[src/rtl/ec_pkg.sv]
// rtl/ec_pkg.sv - shared state encoding and modular add/sub helpers for the EC point engine
package ec_pkg;

  typedef enum logic [3:0] {
    IDLE, CHK, NUM0, NUM1, INV, SLOPE, X0, X1, Y0, Y1, DONE
  } ec_state_t;

  // Helpers work on a wide container; callers zero-extend W-bit operands and the modulus.
  localparam int MAXW = 32;

  function automatic logic [MAXW-1:0] mod_add(input logic [MAXW-1:0] x,
                                               input logic [MAXW-1:0] y,
                                               input logic [MAXW-1:0] p);
    logic [MAXW:0] s;
    s = {1'b0, x} + {1'b0, y};
    return (s >= {1'b0, p}) ? MAXW'(s - {1'b0, p}) : MAXW'(s);
  endfunction

  function automatic logic [MAXW-1:0] mod_sub(input logic [MAXW-1:0] x,
                                               input logic [MAXW-1:0] y,
                                               input logic [MAXW-1:0] p);
    return (x >= y) ? (x - y) : (x + p - y);
  endfunction

endpackage

[src/rtl/ec_mod_mul.sv]
// rtl/ec_mod_mul.sv - combinational (a*b) mod P with a full 2W-bit product
module ec_mod_mul #(
  parameter int          W = 8,
  parameter logic [W-1:0] P = 8'd251
) (
  input  logic [W-1:0] a,
  input  logic [W-1:0] b,
  output logic [W-1:0] r
);

  localparam logic [2*W-1:0] P_EXT = {{W{1'b0}}, P};

  logic [2*W-1:0] prod;

  always_comb begin
    prod = {{W{1'b0}}, a} * {{W{1'b0}}, b};
    r    = W'(prod % P_EXT);
  end

endmodule

[src/rtl/ec_point_add_ctrl.sv]
// rtl/ec_point_add_ctrl.sv - sequenced affine point add/double over GF(P) sharing one modular multiplier
module ec_point_add_ctrl
  import ec_pkg::*;
#(
  parameter int           W      = 8,
  parameter logic [W-1:0] P      = 8'd251,
  parameter logic [W-1:0] A_COEF = 8'd0
) (
  input  logic         clk,
  input  logic         rst_n,
  input  logic         start,
  input  logic [W-1:0] ax,
  input  logic [W-1:0] ay,
  input  logic         a_inf,
  input  logic [W-1:0] bx,
  input  logic [W-1:0] by,
  input  logic         b_inf,
  output logic         busy,
  output logic         done,
  output logic [W-1:0] rx,
  output logic [W-1:0] ry,
  output logic         r_inf
);

  localparam int           CW  = $clog2(2 * W);
  localparam logic [W-1:0] EXP = P - W'(2);

  function automatic logic [W-1:0] fadd(input logic [W-1:0] x, input logic [W-1:0] y);
    return W'(mod_add(MAXW'(x), MAXW'(y), MAXW'(P)));
  endfunction

  function automatic logic [W-1:0] fsub(input logic [W-1:0] x, input logic [W-1:0] y);
    return W'(mod_sub(MAXW'(x), MAXW'(y), MAXW'(P)));
  endfunction

  ec_state_t state, state_n;

  logic [W-1:0]  ax_q, ay_q, bx_q, by_q;
  logic          a_inf_q, b_inf_q;
  logic [W-1:0]  num_q, den_q, t_q, acc_q, s_q, x3_q, d_q;
  logic [CW-1:0] cnt_q;

  logic [W-1:0] mul_a, mul_b, mul_r;
  logic         same_x, special, sp_inf;
  logic [W-1:0] sp_x, sp_y;
  logic [W-1:0] exp_sh;
  logic         ebit, inv_last;

  ec_mod_mul #(.W(W), .P(P)) u_mul (
    .a (mul_a),
    .b (mul_b),
    .r (mul_r)
  );

  // Special-case resolution, consumed only in CHK.
  always_comb begin
    same_x  = (ax_q == bx_q);
    special = 1'b1;
    sp_inf  = 1'b0;
    sp_x    = '0;
    sp_y    = '0;
    if (a_inf_q && b_inf_q) begin
      sp_inf = 1'b1;
    end else if (a_inf_q) begin
      sp_x = bx_q;
      sp_y = by_q;
    end else if (b_inf_q) begin
      sp_x = ax_q;
      sp_y = ay_q;
    end else if (same_x && (fadd(ay_q, by_q) == '0)) begin
      sp_inf = 1'b1;
    end else begin
      special = 1'b0;
    end
  end

  // Even counts square, odd counts multiply by den or 1 so every exponent bit costs two cycles.
  always_comb begin
    exp_sh   = EXP << (cnt_q >> 1);
    ebit     = exp_sh[W-1];
    inv_last = (cnt_q == CW'(2 * W - 1));
  end

  always_comb begin
    mul_a = '0;
    mul_b = '0;
    case (state)
      NUM0: begin
        mul_a = ax_q;
        mul_b = ax_q;
      end
      INV: begin
        mul_a = acc_q;
        mul_b = cnt_q[0] ? (ebit ? den_q : W'(1)) : acc_q;
      end
      SLOPE: begin
        mul_a = num_q;
        mul_b = acc_q;
      end
      X0: begin
        mul_a = s_q;
        mul_b = s_q;
      end
      Y1: begin
        mul_a = s_q;
        mul_b = d_q;
      end
      default: ;
    endcase
  end

  always_ff @(posedge clk or negedge rst_n) begin
    if (!rst_n) state <= IDLE;
    else        state <= state_n;
  end

  always_comb begin
    state_n = state;
    busy    = 1'b0;
    done    = 1'b0;
    case (state)
      IDLE:    if (start) state_n = CHK;
      CHK:     state_n = special ? DONE : NUM0;
      NUM0:    state_n = NUM1;
      NUM1:    state_n = INV;
      INV:     if (inv_last) state_n = SLOPE;
      SLOPE:   state_n = X0;
      X0:      state_n = X1;
      X1:      state_n = Y0;
      Y0:      state_n = Y1;
      Y1:      state_n = DONE;
      DONE:    state_n = IDLE;
      default: state_n = IDLE;
    endcase
    busy = (state != IDLE) && (state != DONE);
    done = (state == DONE);
  end

  always_ff @(posedge clk or negedge rst_n) begin
    if (!rst_n) begin
      ax_q    <= '0;
      ay_q    <= '0;
      bx_q    <= '0;
      by_q    <= '0;
      a_inf_q <= 1'b0;
      b_inf_q <= 1'b0;
      num_q   <= '0;
      den_q   <= '0;
      t_q     <= '0;
      acc_q   <= '0;
      s_q     <= '0;
      x3_q    <= '0;
      d_q     <= '0;
      cnt_q   <= '0;
      rx      <= '0;
      ry      <= '0;
      r_inf   <= 1'b0;
    end else begin
      case (state)
        IDLE: begin
          if (start) begin
            ax_q    <= ax;
            ay_q    <= ay;
            bx_q    <= bx;
            by_q    <= by;
            a_inf_q <= a_inf;
            b_inf_q <= b_inf;
          end
        end
        CHK: begin
          if (special) begin
            rx    <= sp_x;
            ry    <= sp_y;
            r_inf <= sp_inf;
          end
        end
        NUM0: begin
          if (same_x) t_q <= mul_r;
          else        num_q <= fsub(by_q, ay_q);
        end
        NUM1: begin
          acc_q <= W'(1);
          cnt_q <= '0;
          if (same_x) begin
            num_q <= fadd(fadd(fadd(t_q, t_q), t_q), A_COEF);
            den_q <= fadd(ay_q, ay_q);
          end else begin
            den_q <= fsub(bx_q, ax_q);
          end
        end
        INV: begin
          acc_q <= mul_r;
          cnt_q <= cnt_q + CW'(1);
        end
        SLOPE: s_q  <= mul_r;
        X0:    t_q  <= mul_r;
        X1:    x3_q <= fsub(fsub(t_q, ax_q), bx_q);
        Y0:    d_q  <= fsub(ax_q, x3_q);
        Y1: begin
          rx    <= x3_q;
          ry    <= fsub(mul_r, ay_q);
          r_inf <= 1'b0;
        end
        default: ;
      endcase
    end
  end

endmodule

[config.mk]
export PLATFORM = sky130hd
export DESIGN_NAME = ec_point_add_ctrl
export DESIGN_NICKNAME = d
export VERILOG_FILES = /design/src/rtl/ec_pkg.sv /design/src/rtl/ec_mod_mul.sv /design/src/rtl/ec_point_add_ctrl.sv
export SDC_FILE = /design/constraint.sdc
export NUM_CORES = 1
export LEC_CHECK = 0
export CORE_ASPECT_RATIO = 0.6
export CORE_UTILIZATION = 30
export DETAILED_ROUTE_END_ITERATION = 7
export MAX_ROUTING_LAYER = met4
export PLACE_DENSITY = 0.57
export RECOVER_POWER = 100
export SYNTH_ARGS = -nofsm -noshare
export SYNTH_HDL_FRONTEND = slang
export SYNTH_HIERARCHICAL = 1
export SYNTH_SLANG_ARGS = --single-unit
[constraint.sdc]
create_clock -name clk -period 16.4 [get_ports clk]
set_input_delay 1.64 -clock clk [delete_from_list [all_inputs] [get_ports clk]]
set_output_delay 1.64 -clock clk [all_outputs]
set_load 0.02 [all_outputs]
==> flow_metrics.py <==
metrics = {
    "sta": {
        "relSlewSlack": -1.53,
        "report.final.slew_viol_count": 153,
        "fin_skew_ns": 0.00974,
        "period_share": 0.956,
        "tightestPinTransition_ns": 3.79,
        "final_hold_viol_count": 0,
        "clock.fmax_mhz": 63.8,
        "finalSetupViolations": 0,
        "period_needed_ns": 15.68,
    },
    "global_routing": {
        "antenna_found_initial": 1,
        "grt_pass1_vias": 15100,
        "grt_pass1_wl_um": 87900,
        "grtUsageTotal": 0.198,
        "overflow": 0,
        "grt_max_degree": 64,
    },
    "floorplan": {
        "fp.dieW_um": 310,
        "core-area_sq_mm": 0.0561,
        "die_h_um": 187,
        "dieArea_sq_mm": 0.0581,
        "io_pins": 56,
        "initial_utilization": 0.305,
        "num_rows": 67,
    },
    "detailed_routing": {
        "drt_first_iter_violations": 1902,
        "drt-pass1-iter-count": 7,
        "finalWirelength_um": 57200,
        "viasPerCell": 5.57,
        "ant_nets": 0,
        "vias": 16400,
        "drc": 0,
        "wl_per_cell_um": 19.4,
    },
    "place": {
        "port_buffers": 55,
        "place_congestion": 1.01,
        "dp_hpwl_um": 46400,
    },
    "layout": {
        "drive_gt1_frac": 0.120,
        "mostFrequentLayoutCells": "inv_1 (195), ha_1 (180), nand2_1 (174)",
        "multi_input_area_sq_mm": 0.0135,
        "layout_commonest_cell": "inv_1",
        "nFillCells": 5792,
        "area_delta_synth_final_pct": 15.0,
        "final_util": 0.351,
        "n_antenna_cell": 0,
        "seq_area_sq_mm": 0.00288,
        "nets": 2449,
    },
    "clocking": {
        "cts.sinks": 115,
        "clk_pin_slew_ns": 0.05,
        "cts_tree": "yes",
        "cts_root_buf": "clkbuf_16",
        "clk_path_buf_depth": 2,
        "clk_latency_ns": 0.44,
        "ctsHtreeMaxLevel": 4,
        "cts_buffers": 17,
    },
    "yosys": {
        "synth_cell_types": 118,
        "syn_area_sq_mm": 0.0171,
        "yosysSeqAreaShare": 0.168,
        "ys_seq_elements": 115,
        "ys.flop_type": "dfrtp_1",
        "synth_edf_count": 0,
        "yosys_warnings": 6,
        "async_flop_share": 1.00,
        "synthesis.nets": 2377,
        "synthCells": 2103,
        "syn_avg_cell_area_sq_um": 8.14,
    },
    "worst_setup_path": {
        "cpMaxStageDelayCell": "fa_1",
        "crit_fanout": 16,
        "critPathArrivalTime_ns": 15.96,
        "critPathKind": "reg2reg",
        "critPathBufInv": 9,
        "crit_family": "compound AO/OA/AOI/OAI gates",
        "start_kind": "flip-flop",
        "crit_path_end_kind": "flip-flop",
        "required_ns": 16.68,
        "slowest_delay_ns": 0.55,
    },
    "status": {
        "failed_checks": "capacitance limit, slew limit",
        "status": "finished, violations left",
    },
    "min_path": {
        "min_path_type": "reg2reg",
    },
    "job": {
        "maxCapViolations": 3,
    },
}
timing repair:
action,4_1_cts,5_1_grt
hold endpoints to repair,0,0
hold buffers,0,0
endpoints found under the setup margin,0,8
buffers inserted,0,13
resized for setup,0,51
path summary, 6_finish.rpt:
check	cells past startpoint	start	to	slack, ns
min reg2reg	2	den_q[0]$_DFFE_PN0P_	den_q[0]$_DFFE_PN0P_	0.50
max	64	state[0]$_DFFE_PN0P_	ry[4]$_DFFE_PN0P_	0.72
max in group asynchronous	2	rst_n	ry[4]$_DFFE_PN0P_	9.65
min	2	den_q[0]$_DFFE_PN0P_	den_q[0]$_DFFE_PN0P_	0.50
max reg2reg	64	state[0]$_DFFE_PN0P_	ry[4]$_DFFE_PN0P_	0.72
min in group asynchronous	1	rst_n	t_q[6]$_DFFE_PN0P_	2.51
through the flow:
step	setup TNS [ns]	hold slack, ns	instances	worst slack, ns	instance area, sq um
floorplan	0	0.446	2103	1.43	17100
CTS	0	0.505	2932	0.0653	19400
global placement	0	0.469	2901	0.425	18700
finish	0	0.505	2946	0.725	19700
detailed placement	0	0.493	2901	0.108	18700
global route	-0.0735	0.536	2946	-0.0735	19700
state kept, by name, summed over array words and instances, names as in the netlist, 8 cells and up:
register and flops:
num_q 8, d_q 8, rx 8, den_q 8, ay_q 8, x3_q 8
t_q 8, ax_q 8, bx_q 8, acc_q 8, s_q 8, ry 8
by_q 8
final cells by class:
type	count	share of cell area
clock buffer	22	0.0246
clock inverter	9	0.00890
inverter	195	0.0372
multi-input combinational	1728	0.684
sequential	115	0.146
tap	759	0.0482
timing repair buffer	118	0.0507
kinds of logic (layout without fill, tap and decap cells):
group | after synthesis | count (layout) | synth area share
multiplexers | 80 | 80 | 0.0513
XOR/XNOR | 104 | 104 | 0.0565
buffers and inverters | 261 | 344 | 0.0595
adder cells (fa/ha/maj) | 238 | 238 | 0.198
flip-flops | 115 | 115 | 0.168
AO/OA/AOI/OAI | 617 | 617 | 0.260
AND/OR/NAND/NOR | 688 | 689 | 0.206
worst reg2reg max path: cells and delay by family, from the launching register on:
| kind | cells | cell delay [ns] |
|---|---|---|
| AND/OR/NAND/NOR | 14 | 2.64 |
| AO/OA/AOI/OAI | 26 | 6.34 |
| adder cells (fa/ha/maj) | 9 | 3.46 |
| buffers and inverters | 9 | 1.15 |
| flip-flops | 1 | 0.45 |
| XOR/XNOR | 3 | 0.53 |
| multiplexers | 3 | 0.92 |
metal layers:
layer / GRT usage / vias up / wire length [um]
li1: - / 7774 / -
met1: 0.316 / 7985 / 29600
met2: 0.243 / 598 / 21500
met3: 0.0479 / 53 / 5410
met4: 0.0328 / 0 / 674
met5: - / - / 0
cell usage after synthesis, types with 8 or more instances:
cell | count | area share
inv_1 | 195 | 0.043
ha_1 | 181 | 0.13
nand2_1 | 179 | 0.039
nor2_1 | 136 | 0.030
o21ai_0 | 124 | 0.036
a21oi_1 | 121 | 0.035
dfrtp_1 | 115 | 0.17
and2_1 | 67 | 0.024
xnor2_1 | 66 | 0.034
nand3_1 | 65 | 0.019
fa_1 | 56 | 0.065
mux2_2 | 53 | 0.035
nor3_1 | 53 | 0.015
clkbuf_1 | 47 | 0.010
a21o_1 | 34 | 0.015
xor2_1 | 33 | 0.017
nand2b_1 | 28 | 0.010
mux2i_1 | 24 | 0.014
o21a_1 | 24 | 0.011
a211oi_1 | 23 | 0.010
nor2b_1 | 23 | 0.0084
o211ai_1 | 23 | 0.010
a22oi_1 | 22 | 0.0096
o21bai_1 | 21 | 0.0092
a31oi_1 | 20 | 0.0073
nand4_1 | 20 | 0.0073
or3_1 | 19 | 0.0069
and3_1 | 18 | 0.0066
a222oi_1 | 14 | 0.0082
buf_2 | 13 | 0.0038
o31ai_1 | 13 | 0.0057
or2_2 | 12 | 0.0044
o22ai_1 | 11 | 0.0040
a211o_1 | 10 | 0.0051
a221oi_1 | 8 | 0.0041
nand3b_1 | 8 | 0.0035
nor4_1 | 8 | 0.0029
o211a_1 | 8 | 0.0047
o21ai_1 | 8 | 0.0023
Power is not shown: default switching activity piles up to over one toggle a cycle in this logic, so the estimate is an artifact.
